`config.mk`:
```
export PLATFORM = sky130hd
export DESIGN_NAME = cnt_event_tx
export DESIGN_NICKNAME = d
export VERILOG_FILES = /design/src/rtl/cnt_evt_pkg.sv /design/src/rtl/evt_fifo.sv /design/src/rtl/cnt_event_tx.sv
export SDC_FILE = /design/constraint.sdc
export NUM_CORES = 1
export LEC_CHECK = 0
export BUFFER_PORTS_ARGS = -buffer_cell sky130_fd_sc_hd__buf_2
export CAP_MARGIN = 30
export CORE_MARGIN = 2
export CORE_UTILIZATION = 55
export CTS_BUF_LIST = sky130_fd_sc_hd__clkbuf_16
export DETAILED_ROUTE_END_ITERATION = 8
export PLACE_DENSITY = 0.73
export REMOVE_ABC_BUFFERS = 1
export SLEW_MARGIN = 20
export SYNTH_ARGS = -nofsm -noshare
export SYNTH_HDL_FRONTEND = slang
export SYNTH_HIERARCHICAL = 1
export SYNTH_SLANG_ARGS = --single-unit
```
`constraint.sdc`:
```
create_clock -name clk_sys -period 5.5 [get_ports clk_sys]
set_input_delay 0.275 -clock clk_sys [delete_from_list [all_inputs] [get_ports clk_sys]]
set_output_delay 0.275 -clock clk_sys [all_outputs]
set_load 0.01 [all_outputs]
```
`src/rtl/cnt_evt_pkg.sv`:
```
// Shared definitions for the carry-event serial logger.
// Latency: n/a (types and constants only).
// Backpressure: n/a.
package cnt_evt_pkg;

    typedef logic [1:0] state_t;

    localparam state_t ST_IDLE  = 2'd0;
    localparam state_t ST_START = 2'd1;
    localparam state_t ST_DATA  = 2'd2;
    localparam state_t ST_STOP  = 2'd3;

    // Default counter width and the resulting serial frame length in bit slots
    localparam int CNT_DW     = 4;
    localparam int FRAME_BITS = CNT_DW + 2;

    // Frame duration in clock cycles for a given data width and baud divider
    function automatic int frame_cycles(input int dw, input int baud_div);
        return (dw + 2) * baud_div;
    endfunction

endpackage

```
`src/rtl/evt_fifo.sv`:
```
// Small synchronous FIFO holding captured counter snapshots, show-ahead read.
// Latency: write visible on dout/level one cycle after push; pop consumes current dout.
// Backpressure: push ignored when full unless a pop happens in the same cycle.
module evt_fifo #(
    parameter int DW    = 4,
    parameter int DEPTH = 4
) (
    input  logic                     clk_sys,
    input  logic                     rst,
    input  logic                     push,
    input  logic                     pop,
    input  logic [DW-1:0]            din,
    output logic [DW-1:0]            dout,
    output logic                     full,
    output logic                     empty,
    output logic [$clog2(DEPTH):0]   level
);

    localparam int AW = $clog2(DEPTH);
    localparam logic [AW:0] LVL_FULL = (AW+1)'(DEPTH);

    logic [DW-1:0] r_mem [DEPTH];
    logic [AW:0]   r_wr_cnt;
    logic [AW:0]   r_rd_cnt;
    logic          w_do_push;
    logic          w_do_pop;

    // A full FIFO can still accept a push when the head leaves in the same cycle
    assign w_do_pop  = pop & ~empty;
    assign w_do_push = push & (~full | w_do_pop);

    assign level = r_wr_cnt - r_rd_cnt;
    assign full  = (level == LVL_FULL);
    assign empty = (level == '0);
    assign dout  = r_mem[r_rd_cnt[AW-1:0]];

    // Read/write counters carry one extra bit so full and empty are distinguishable
    always_ff @(posedge clk_sys or negedge rst) begin
        if (!rst) begin
            r_wr_cnt <= '0;
            r_rd_cnt <= '0;
        end else begin
            if (w_do_push) r_wr_cnt <= r_wr_cnt + 1'b1;
            if (w_do_pop)  r_rd_cnt <= r_rd_cnt + 1'b1;
        end
    end

    // Storage array; contents are don't-care until written so it needs no reset
    always_ff @(posedge clk_sys) begin
        if (w_do_push) r_mem[r_wr_cnt[AW-1:0]] <= din;
    end

endmodule

```
`src/rtl/cnt_event_tx.sv`:
```
// Logs each carry rising edge as a counter snapshot and ships it out as a UART-style frame.
// Latency: cy_in rise before edge 1 -> queued at edge 3 -> start bit driven after edge 4.
// Backpressure: none upstream; events arriving with the queue full are dropped and flagged in ovf.
module cnt_event_tx
    import cnt_evt_pkg::*;
#(
    parameter int DW       = 4,
    parameter int DEPTH    = 4,
    parameter int BAUD_DIV = 8
) (
    input  logic                     clk_sys,
    input  logic                     rst,
    input  logic [DW-1:0]            q_in,
    input  logic                     cy_in,
    output logic                     tx_out,
    output logic                     busy,
    output logic                     ovf,
    output logic [$clog2(DEPTH):0]   level
);

    localparam int BW = (BAUD_DIV > 1) ? $clog2(BAUD_DIV) : 1;
    localparam int IW = (DW > 1) ? $clog2(DW) : 1;
    localparam logic [BW-1:0] BAUD_LAST = BW'(BAUD_DIV - 1);
    localparam logic [IW-1:0] IDX_LAST  = IW'(DW - 1);

    // Synchronizer, edge detect and snapshot pipeline
    logic          r_s1, r_s2, r_s3;
    logic [DW-1:0] r_q1, r_q2;
    logic          w_ev;

    // Queue interface
    logic          w_pop;
    logic          w_full;
    logic          w_empty;
    logic [DW-1:0] w_fifo_dat;
    logic          r_ovf;

    // Transmitter state
    state_t        r_state, w_state_nxt;
    logic [BW-1:0] r_baud,  w_baud_nxt;
    logic [IW-1:0] r_idx,   w_idx_nxt;
    logic [DW-1:0] r_sr,    w_sr_nxt;
    logic          r_tx,    w_tx_nxt;
    logic          r_busy,  w_busy_nxt;
    logic          w_baud_end;

    // Two-flop synchronizer for the carry plus an edge flop; q follows the same two stages
    always_ff @(posedge clk_sys or negedge rst) begin
        if (!rst) begin
            r_s1 <= 1'b0;
            r_s2 <= 1'b0;
            r_s3 <= 1'b0;
            r_q1 <= '0;
            r_q2 <= '0;
        end else begin
            r_s1 <= cy_in;
            r_s2 <= r_s1;
            r_s3 <= r_s2;
            r_q1 <= q_in;
            r_q2 <= r_q1;
        end
    end

    // One event per synchronized rising edge; a held-high carry produces nothing more
    assign w_ev = r_s2 & ~r_s3;

    evt_fifo #(
        .DW    (DW),
        .DEPTH (DEPTH)
    ) u_fifo (
        .clk_sys (clk_sys),
        .rst     (rst),
        .push    (w_ev),
        .pop     (w_pop),
        .din     (r_q2),
        .dout    (w_fifo_dat),
        .full    (w_full),
        .empty   (w_empty),
        .level   (level)
    );

    // Sticky drop flag: set only when an event meets a full queue that is not draining
    always_ff @(posedge clk_sys or negedge rst) begin
        if (!rst) begin
            r_ovf <= 1'b0;
        end else if (w_ev && w_full && !w_pop) begin
            r_ovf <= 1'b1;
        end
    end

    assign w_baud_end = (r_baud == BAUD_LAST);

    // FSM state register together with the timer, bit index, shifter and registered line outputs
    always_ff @(posedge clk_sys or negedge rst) begin
        if (!rst) begin
            r_state <= ST_IDLE;
            r_baud  <= '0;
            r_idx   <= '0;
            r_sr    <= '0;
            r_tx    <= 1'b1;
            r_busy  <= 1'b0;
        end else begin
            r_state <= w_state_nxt;
            r_baud  <= w_baud_nxt;
            r_idx   <= w_idx_nxt;
            r_sr    <= w_sr_nxt;
            r_tx    <= w_tx_nxt;
            r_busy  <= w_busy_nxt;
        end
    end

    // Next-state logic: each non-idle state holds for BAUD_DIV cycles, data shifts out LSB first
    always_comb begin
        w_state_nxt = r_state;
        w_baud_nxt  = r_baud + 1'b1;
        w_idx_nxt   = r_idx;
        w_sr_nxt    = r_sr;
        w_pop       = 1'b0;
        case (r_state)
            ST_IDLE: begin
                w_baud_nxt = '0;
                if (!w_empty) begin
                    w_pop       = 1'b1;
                    w_sr_nxt    = w_fifo_dat;
                    w_state_nxt = ST_START;
                end
            end
            ST_START: begin
                if (w_baud_end) begin
                    w_baud_nxt  = '0;
                    w_idx_nxt   = '0;
                    w_state_nxt = ST_DATA;
                end
            end
            ST_DATA: begin
                if (w_baud_end) begin
                    w_baud_nxt = '0;
                    w_sr_nxt   = r_sr >> 1;
                    if (r_idx == IDX_LAST) begin
                        w_state_nxt = ST_STOP;
                    end else begin
                        w_idx_nxt = r_idx + 1'b1;
                    end
                end
            end
            ST_STOP: begin
                if (w_baud_end) begin
                    w_baud_nxt  = '0;
                    w_state_nxt = ST_IDLE;
                end
            end
            default: begin
                w_baud_nxt  = '0;
                w_state_nxt = ST_IDLE;
            end
        endcase
    end

    // Output decode from the upcoming state so the registered line changes on the same edge as the state
    always_comb begin
        w_tx_nxt   = 1'b1;
        w_busy_nxt = 1'b0;
        case (w_state_nxt)
            ST_START: begin
                w_tx_nxt   = 1'b0;
                w_busy_nxt = 1'b1;
            end
            ST_DATA: begin
                w_tx_nxt   = w_sr_nxt[0];
                w_busy_nxt = 1'b1;
            end
            ST_STOP: begin
                w_tx_nxt   = 1'b1;
                w_busy_nxt = 1'b1;
            end
            default: begin
                w_tx_nxt   = 1'b1;
                w_busy_nxt = 1'b0;
            end
        endcase
    end

    assign tx_out = r_tx;
    assign busy   = r_busy;
    assign ovf    = r_ovf;

endmodule

```
## Yosys cells after proc, flatten, opt, wreduce, memory -nomap -nowiden

Memories as Yosys holds them, arrays and structs flattened.
Index checks and enable logic that the tools add are counted.

- Bits of input ports: 7
- Memory bits (writable): 16
- Output and inout bits: 6
- Memories: 1
- Bits in registers: 31
- Logic and storage cells: 73

- Multiplexer cells: 21
- Reductions and logical operators: 11
- Add/sub/neg operators: 5
- Equal/unequal tests: 13
- Bitwise gates (word level): 7

Memory list:

| memory | depth | width | rd ports | clocked after Yosys merged registers in | write ports | line | RTL |
|---|---|---|---|---|---|---|---|
| u_fifo.r_mem | 4 | 4 | 1 | 0 | 1 | evt_fifo.sv:22 | `logic [DW-1:0] r_mem [DEPTH];` |

Operators with widths:

| cell | count |
|---|---|
| 2-bit 2-to-1 mux | 8 |
| 2-bit == test (second input constant) | 5 |
| 3-bit by 1-bit adder with 3-bit output (second input constant) | 3 |
| 4-bit 2-to-1 mux | 2 |
| 2-bit != test (second input constant) | 4 |
| 2-bit case mux with 4 select lines | 1 |
| 4-bit case mux with 2 select lines | 1 |
| 3-bit == test (second input constant) | 2 |
| 3-bit case mux with 2 select lines | 1 |
| 3-bit OR reduction | 2 |
| 1-bit 2-to-1 mux | 5 |
| 2-bit by 1-bit == test with 1-bit output (second input constant) | 2 |
| 2-bit case mux with 2 select lines | 1 |
| 4-bit AND reduction | 1 |
| 2-bit nonzero test | 2 |
| 1-bit AND | 3 |
| 3-bit logical NOT | 1 |
| 3-bit 2-to-1 mux | 1 |
| 1-bit inverter | 3 |
| 3-bit AND reduction | 1 |
| 3-bit subtractor | 1 |
| 2-bit by 1-bit adder with 2-bit output (second input constant) | 1 |
| 1-bit logical AND | 2 |
| 2-bit logical NOT | 1 |
| 3 further kinds | 3 |

## Longest topological paths before layout

Gate-level depths: netlist of the first run.

- Word-level depth: 9
- Mapped depth: 11
- Depth with buffers taken out: 11

## By module

The synthesis of the first run kept the hierarchy.

Modules (own cells, without submodules):

| module | seq. area each (um^2) | area each (um^2) | times used | cells each |
|---|---|---|---|---|
| evt_fifo | 630.6 | 983.4 | 1 | 56 |
| cnt_event_tx | 626.9 | 977.2 | 1 | 75 |

## Least setup slack after synthesis of the first run

Ideal clock, no wire load.

- Path kind: register to register
- From: reg u_fifo.r_wr_cnt[0]
- To: mem u_fifo.r_mem[0][0], enable pin
- Cell stages (with the launch flop): 10
- Path slack: 2.743 ns
- Path buffers: 0
- Data required time: 5.243 ns
- Setup time: 0.257 ns
- Arrival: 2.500 ns
- Clock period less this slack: 2.757 ns
- Cells stage by stage: dfrtp_1 -> inv_1 -> ha_1 -> fa_1 -> xnor3_1 -> inv_1 -> nor2_1 -> nor3_2 -> o31a_1 -> and2_1

- Longest elaborated chain between the ends: 9
- Elaborated cells on any way between the ends: 12
- Those cells by class: add/sub: 1; eq/ne: 1; mux: 4; bitwise: 5; reduce/logical: 1

Ends and longest elaborated chain:

| item | line | RTL |
|---|---|---|
| start: declaration | evt_fifo.sv:23 | `logic [AW:0] r_wr_cnt;` |
| start signal: assignment | evt_fifo.sv:43 | `if (w_do_push) r_wr_cnt <= r_wr_cnt + 1'b1;` |
| 3-bit subtractor | evt_fifo.sv:32 | `assign level = r_wr_cnt - r_rd_cnt;` |
| named net level[2] | cnt_event_tx.sv:18 | `output logic [$clog2(DEPTH):0] level` |
| 3-bit logical NOT | evt_fifo.sv:34 | `assign empty = (level == '0);` |
| named net w_empty | cnt_event_tx.sv:34 | `logic w_empty;` |
| 1-bit 2-to-1 mux | cnt_event_tx.sv:122 | `if (!w_empty) begin` |
| 1-bit 2-to-1 mux | cnt_event_tx.sv:119 | `case (r_state)` |
| named net w_pop | cnt_event_tx.sv:32 | `logic w_pop;` |
| 1-bit AND | evt_fifo.sv:29 | `assign w_do_pop = pop & ~empty;` |
| 1-bit bitwise OR | evt_fifo.sv:30 | `assign w_do_push = push & (~full \| w_do_pop);` |
| 1-bit AND | evt_fifo.sv:30 |  |
| 1-bit 2-to-1 mux | evt_fifo.sv:50 | `if (w_do_push) r_mem[r_wr_cnt[AW-1:0]] <= din;` |
| 1-bit 2-to-1 mux (not written as such) | evt_fifo.sv:50 |  |
| end: declaration | evt_fifo.sv:22 |  |

The timed path passes the listed nets, and every way through them passes these cells.

## Worst setup path in the final report of the first run

- From: reg u_fifo.r_rd_cnt[0]
- To: mem u_fifo.r_mem[0][1], enable pin

- Longest elaborated chain between the ends: 9
- Elaborated cells on any way between the ends: 12
- Those cells by class: add/sub: 1; eq/ne: 1; mux: 4; bitwise: 5; reduce/logical: 1

Ends and longest elaborated chain:

| item | line | RTL |
|---|---|---|
| start: declaration | evt_fifo.sv:24 | `logic [AW:0] r_rd_cnt;` |
| start signal: assignment | evt_fifo.sv:44 | `if (w_do_pop) r_rd_cnt <= r_rd_cnt + 1'b1;` |
| 3-bit subtractor | evt_fifo.sv:32 |  |
| 3-bit logical NOT | evt_fifo.sv:34 |  |
| named net w_empty | cnt_event_tx.sv:34 |  |
| 1-bit 2-to-1 mux | cnt_event_tx.sv:122 |  |
| 1-bit 2-to-1 mux | cnt_event_tx.sv:119 |  |
| named net w_pop | cnt_event_tx.sv:32 |  |
| 1-bit AND | evt_fifo.sv:29 |  |
| 1-bit bitwise OR | evt_fifo.sv:30 |  |
| 1-bit AND | evt_fifo.sv:30 |  |
| 1-bit 2-to-1 mux | evt_fifo.sv:50 |  |
| 1-bit 2-to-1 mux (not written as such) | evt_fifo.sv:50 |  |

The timed path passes the listed nets, and every way through them passes these cells.

==> results of run 1 <==
[registers in the layout, indices dropped and copies added, names as in the netlist, 2 cells and up]
signal / flops
u_fifo/r_mem: 16
r_baud: 3
r_state: 2
r_idx: 2
u_fifo/r_wr_cnt: 3
r_q2: 4
r_sr: 4
u_fifo/r_rd_cnt: 3
r_q1: 4
[kinds of logic after synthesis]
kind of cell | synth area share, %
compound gates | 7.85
flops | 64.1
fa+ha+maj | 7.40
buf+inv | 2.68
xor+xnor | 3.38
simple gates | 8.62
mux | 5.93
[area by class of cell]
class | count | area [µm²] | share of cell area, %
Multi-Input combinational cell | 73 | 651 | 29.3
Inverter | 8 | 30.0 | 1.35
Sequential cell | 47 | 1260 | 56.6
Timing Repair Buffer | 12 | 60.1 | 2.70
Clock buffer | 6 | 150 | 6.76
Tap cell | 46 | 57.6 | 2.59
Clock inverter | 2 | 16.3 | 0.732
[layer usage]
| metal | routed length (µm) | GRT usage (%) | vias to the layer above | part of all wire (%) |
|---|---|---|---|---|
| met2 | 1560 | 28.6 | 20 | 50 |
| met5 | 0 | 0 | - | 0 |
| met1 | 1290 | 21.0 | 519 | 42 |
| li1 | - | - | 491 | - |
| met3 | 118 | 6.25 | 12 | 3.8 |
| met4 | 121 | 11.1 | 0 | 3.9 |
[worst register-to-register path: stages, from the launching register on]
cell and delay [ns]:
dfrtp_1 0.50, ha_1 0.27, fa_1 0.37, xnor3_1 0.42, inv_1 0.12, nor2_1 0.10, nor3_2 0.38, o31a_1 0.34
and2_1 0.27
[power breakdown]
part	switching (µW)	total [µW]	internal (µW)
combinational	240	449	208
sequential	80.6	534	454
clock	131	329	197
total	452	1310	860
[how the worst min path moves through the flow]
stage               slack (ns)              start             endpoint  cells after the start
finish                    0.02                rst  r_baud[0]$_DFF_PN0_                      1
global route              0.08                rst  r_baud[0]$_DFF_PN0_                      1
CTS                       0.05                rst  r_baud[1]$_DFF_PN0_                      1
detailed placement        0.34  r_q1[2]$_DFF_PN0_    r_q2[2]$_DFF_PN0_                      0
global placement          0.34                rst  r_baud[0]$_DFF_PN0_                      1
floorplan                -0.02                rst       busy$_DFF_PN0_                      0
[stage by stage]
step / instances / area [µm²] / utilization [%] / setup slack [ns]
2_1_floorplan: 128 / 1940 / - / 2.68
3_3_place_gp: 186 / 2060 / 60.6 / 2.56
3_5_place_dp: 186 / 2060 / 60.6 / 2.46
4_1_cts: 194 / 2220 / 65.6 / 2.42
5_1_grt: 194 / 2220 / 65.6 / 2.19
6_report: 194 / 2220 / 65.6 / 2.42
[cells in the final DEF, fill, tap and decap left out, drive strengths merged, types with 2 or more instances in the layout]
master / n
xor2: 2
a32oi: 3
nor2: 8
ha: 10
mux2: 2
inv: 9
and2: 3
xnor2: 3
dfrtp: 30
buf: 12
o21ai: 5
edfxtp: 16
or2: 2
nor2b: 3
nor3: 2
nand2: 10
mux4: 4
a21oi: 4
clkbuf: 6
==> results.md, run 1 <==
* Run status: completed
* Startpoint Class: flop
* Rel. slew slack at 54.6%
* WP data arrival at 3.07 ns
* Total Nets Final at 165
* FMAX at 325 MHz
* Total CTS buffers at 5
* Final Critical Period at 3.08 ns
* RePlAce Congestion at 0.792
* Worst R2R End: u_fifo/r_mem[0][1]$_DFFE_PP_
* 1st-iter DRT viols at 46
* CP bufs+invs at 1
* Post-Syn Area at 0.00196 mm²
* R2r setup slk at 2.42 ns
* Core ar. at 0.00339 mm²
* Clk pin slew, worst setup/hold paths at 0.07 ns
* Cell leakage power at 0.000921 µW
* Setup TNS at 0 ns
* MaxCap Viol Count at 0
* Vias in the first global route at 1102
* Worst setup path end: u_fifo/r_mem[0][1]$_DFFE_PP_
* Die Y at 63.7 µm
* Post-synth cell types at 40
* CTS resizes at 0
* Post-CTS Setup Bufs at 0
* WL/cell at 15.9 µm
* Vias per cell at 5.37
* H-tree depth at 2
* Tightest Hold Check Type: in2async
* DRT antenna net count at 0
* Drt pass-1 iters at 4
* Global-route wire length before repair at 5230 µm
* Post-layout power at 1310 µW
* Worst-margin pin slew at 0.680 ns
* Vias at 1042
* Critical R2R Launch: u_fifo/r_rd_cnt[0]$_DFFE_PN0P_
* Synth top cells by count: dfrtp_1 (30), edfxtp_1 (16), ha_1 (10), inv_1 (8), nand2_1 (8)
* Most numerous cell in the Yosys netlist: dfrtp_1
* Die area at 0.00406 mm²
* Crit. Startpoint: u_fifo/r_rd_cnt[0]$_DFFE_PN0P_
* Post-synth EDFFs at 16
* Port bufs at 12
* Post-synth top area cell: dfrtp_1
* Cells along the critical path: ha_1, fa_1, xnor3_1, inv_1, nor2_1, nor3_2, o31a_1, and2_1
* CTS max path bufs at 2
* Unrepaired setup endpoints after global routing: false
* Async S/R FF share, synth at 66.0%
* Power per cell area at 590 mW/mm²
* Critical path depth at 8
* Clock sinks at 47
* Row Count at 21
* Top Ports at 13
* Grt total ovfl at 0
* Clock skew at 0.00586 ns
* Worst path required time at 5.49 ns
* Final Slew Violations at 0
* Total Routed Length at 3080 µm
* Post-CTS Hold Fix Bufs at 0
* Clk Latency, worst-skew pair at 0.29 ns
* Sequential area share after synthesis at 64.1%
* Setup violators final at 0
* GRT Total Usage at 18.0%
* Synth Flop Type: dfrtp_1
* Layout cells sized above 1 at 23.6%
* Synth Instances at 131
* Synth area leaders: dfrtp_1 (38%), edfxtp_1 (25%), ha_1 (6.4%), mux4_2 (4.6%), inv_1 (1.5%)
* Post-synth top area share at 38.3%
* # DRC at 0
* CP Capture Type: flop
* Initial antenna violation count at 0
* Reg2Reg Depth at 8
* Final hold viol count at 0
* CTS tree: yes
* CP max FO at 8
* Final Cycle Share at 56.0%
* Crit Path Category: reg2reg
* Area grow syn2layout at 13.3%
* CP delay by family, top: simple AND/OR/NAND/NOR gates
* Peak supply drop at 0.332 mV
* Post-Syn Area per Cell at 15.0 µm²
* Die W at 63.7 µm
* HPWL Detailed at 2200 µm
* Worst hold slack at 0.0190 ns
* Fill cell count at 237
* Synthesis Warnings at 6
* Biggest cell delay along the critical path at 0.50 ns
* CP max stage cell: dfrtp_1
* Initial Util at 57.8%
* CTS root buf: clkbuf_16
* Ant diodes at 0
* Synthesis-stage register bit count at 47
* Largest net degree at the start of global routing at 32
(Power assumes the default switching activity.)
==> run 2: changes to the inputs <==
Settings changed: CORE_UTILIZATION 55 to 53, PLACE_DENSITY 0.73 to 0.74.
Clock period 5.5 ns to 2.8 ns, I/O delays scaled along.
==> results.md, run 2 (synthesized netlist as in run 1, its figures left out) <==
* Run status: completed
* Top Ports at 13 (unchanged)
* Final Cycle Share at 91.4% (+35 points)
* Row Count at 22 (+4.8%)
* WL/cell at 14.4 µm (-9.3%)
* Vias per cell at 5.13 (-4.4%)
* Die Y at 64.8 µm (+1.8%)
* WP data arrival at 2.72 ns (-0.35 ns)
* FMAX at 391 MHz (+20%)
* Combinational Power Share at 37.2% (+3.0 points)
* CTS max path bufs at 2 (unchanged)
* Largest net degree at the start of global routing at 32 (unchanged)
* Pre-CTS setup slack at -0.0210 ns (-2.48 ns)
* Net switching power at 921 µW (+100%)
* Final hold viol count at 0 (unchanged)
* Worst path required time at 2.96 ns (-2.53 ns)
* Port bufs at 12 (unchanged)
* Layout cells sized above 1 at 30.0% (+6.4 points)
* Drt pass-1 iters at 4 (unchanged)
* Peak supply drop at 0.853 mV (+160%)
* RePlAce Congestion at 0.777 (-1.9%)
* Total Routed Length at 3000 µm (-2.8%)
* HPWL Detailed at 2160 µm (-1.7%)
* Sw frac at 34.0% (-0.49 points)
* H-tree depth at 2 (unchanged)
* Clk pin slew, worst setup/hold paths at 0.06 ns (about the same)
* Clock sinks at 47 (unchanged)
* Worst hold slack at 0.351 ns (+0.332 ns)
* Final Critical Period at 2.56 ns (-0.521 ns)
* CP Capture Type: flop
* Worst-margin pin slew at 0.650 ns (-0.0304 ns)
* Core ar. at 0.00361 mm² (+6.4%)
* Vias at 1068 (+2.5%)
* CTS root buf: clkbuf_16
* Total Nets Final at 177 (+7.3%)
* Die area at 0.00420 mm² (+3.5%)
* MaxCap Viol Count at 0 (unchanged)
* Global-route wire length before repair at 5250 µm (+0.38%)
* Initial Util at 54.4% (-3.5 points)
* Vias in the first global route at 1165 (+5.7%)
* Clock skew at 0.00434 ns (-0.00152 ns)
* GRT Total Usage at 17.4% (-0.59 points)
* Reg power frac at 38.2% (-2.5 points)
* # DRC at 0 (unchanged)
* Startpoint Class: flop
* Final Slew Violations at 0 (unchanged)
* Setup violators final at 0 (unchanged)
* Area grow syn2layout at 20.7%
* Cell leakage power at 0.000993 µW (+7.8%)
* Fill cell count at 255 (+7.6%)
* Unrepaired setup endpoints after global routing: false
* Initial antenna violation count at 0 (unchanged)
* Crit Path Category: reg2reg
* Reg area at 0.00126 mm² (unchanged)
* Ant diodes at 0 (unchanged)
* Multi-input logic area at 681 µm² (+4.6%)
* Power per cell area at 1150 mW/mm² (+94%)
* Max reg flops at 16 (unchanged)
* Total CTS buffers at 5 (unchanged)
* Leading cell type in the layout, fill and taps excluded: dfrtp_1
* Internal power at 1790 µW (+110%)
* Rel. slew slack at 56.7% (+2.0 points)
* Most frequent cells in the layout: dfrtp_1 (30), edfxtp_1 (16), buf_2 (12), ha_1 (10), nand2_1 (8)
* Clock power share at 24.6% (-0.5 points)
* Utilization after layout at 65.6% (about the same)
* CTS tree: yes
* 1st-iter DRT viols at 61 (+33%)
* Clk Latency, worst-skew pair at 0.28 ns (about the same)
* Die W at 64.8 µm (+1.8%)
* Setup WS post-layout at 0.241 ns (-2.18 ns)
* CP max FO at 5 (-3)
* Tightest Hold Check Type: reg2reg
* Grt total ovfl at 0 (unchanged)
* DRT antenna net count at 0 (unchanged)
==> run 2: cell types whose count changed in the layout (fill, tap and decap cells not counted), sizes merged <==
cell / change
clkbuf: -1
clkinvlp: -1
dlygate4sd3: +6
clkinv: +1
bufinv: +1
buf: +6
==> run 2: worst max-delay path, stage by stage (launching register included) <==
cell and delay, ns:
dfrtp_1 0.37, inv_1 0.11, ha_1 0.22, fa_1 0.37, xnor3_2 0.29, inv_2 0.08, nor2_4 0.14, nor3_4 0.07
o31a_1 0.35, buf_4 0.15, mux2_4 0.29
==> run 2: power groups by stage <==
stage	Clock [µW]	Sequential [µW]	Combinational (µW)
final	666	1040	1010
after global routing	721	1060	1140
after CTS	692	1040	944
after detailed placement	0	1050	927
after global placement	0	1040	891
after floorplan	0	1030	647
==> run 2: final timing paths <==
check	start	end	slack, ns	cells after the start
setup / recovery	u_fifo/r_wr_cnt[0]$_DFFE_PN0P_	u_fifo/r_wr_cnt[1]$_DFFE_PN0P_	0.24	10
hold / removal	r_q1[3]$_DFF_PN0_	r_q2[3]$_DFF_PN0_	0.35	0
setup reg to reg	u_fifo/r_wr_cnt[0]$_DFFE_PN0P_	u_fifo/r_wr_cnt[1]$_DFFE_PN0P_	0.24	10
hold reg to reg	r_q1[3]$_DFF_PN0_	r_q2[3]$_DFF_PN0_	0.35	0
max in group asynchronous	rst	r_q2[3]$_DFF_PN0_	1.96	2
min in group asynchronous	rst	r_idx[0]$_DFFE_PN0P_	0.41	2
==> run 2: layout make-up <==
cell class | count | area share, %
clock buffer | 5 | 5.29
multi-input combinational | 73 | 28.8
inverter | 8 | 1.27
tap | 48 | 2.54
sequential | 47 | 53.1
timing repair buffer | 24 | 6.98
clock inverter | 3 | 2.01
==> run 2: repair_timing <==
item,in CTS,in global routing
setup buffers,0,3
resized for setup,2,7
endpoints found under the setup margin,12,20
hold buffers,6,0
pin swaps,1,3
endpoints found under the hold margin,35,0
==> run 2: per-stage QoR <==
stage / area (µm²) / power [µW] / TNS [ns] / std cells
global placement: 2080 / 1930 / 0 / 191
CTS: 2320 / 2670 / 0 / 205
detailed placement: 2080 / 1970 / -0.0979 / 191
floorplan: 1940 / 1680 / -0.190 / 128
global route: 2370 / 2920 / 0 / 208
finish: 2370 / 2710 / 0 / 208
==> run 2: routing by layer <==
layer / part of all wire [%] / GRT usage [%]
met1: 41 / 19.0
met2: 55 / 30.7
met3: 3.3 / 5.73
met4: 0.90 / 7.98
met5: 0 / 0
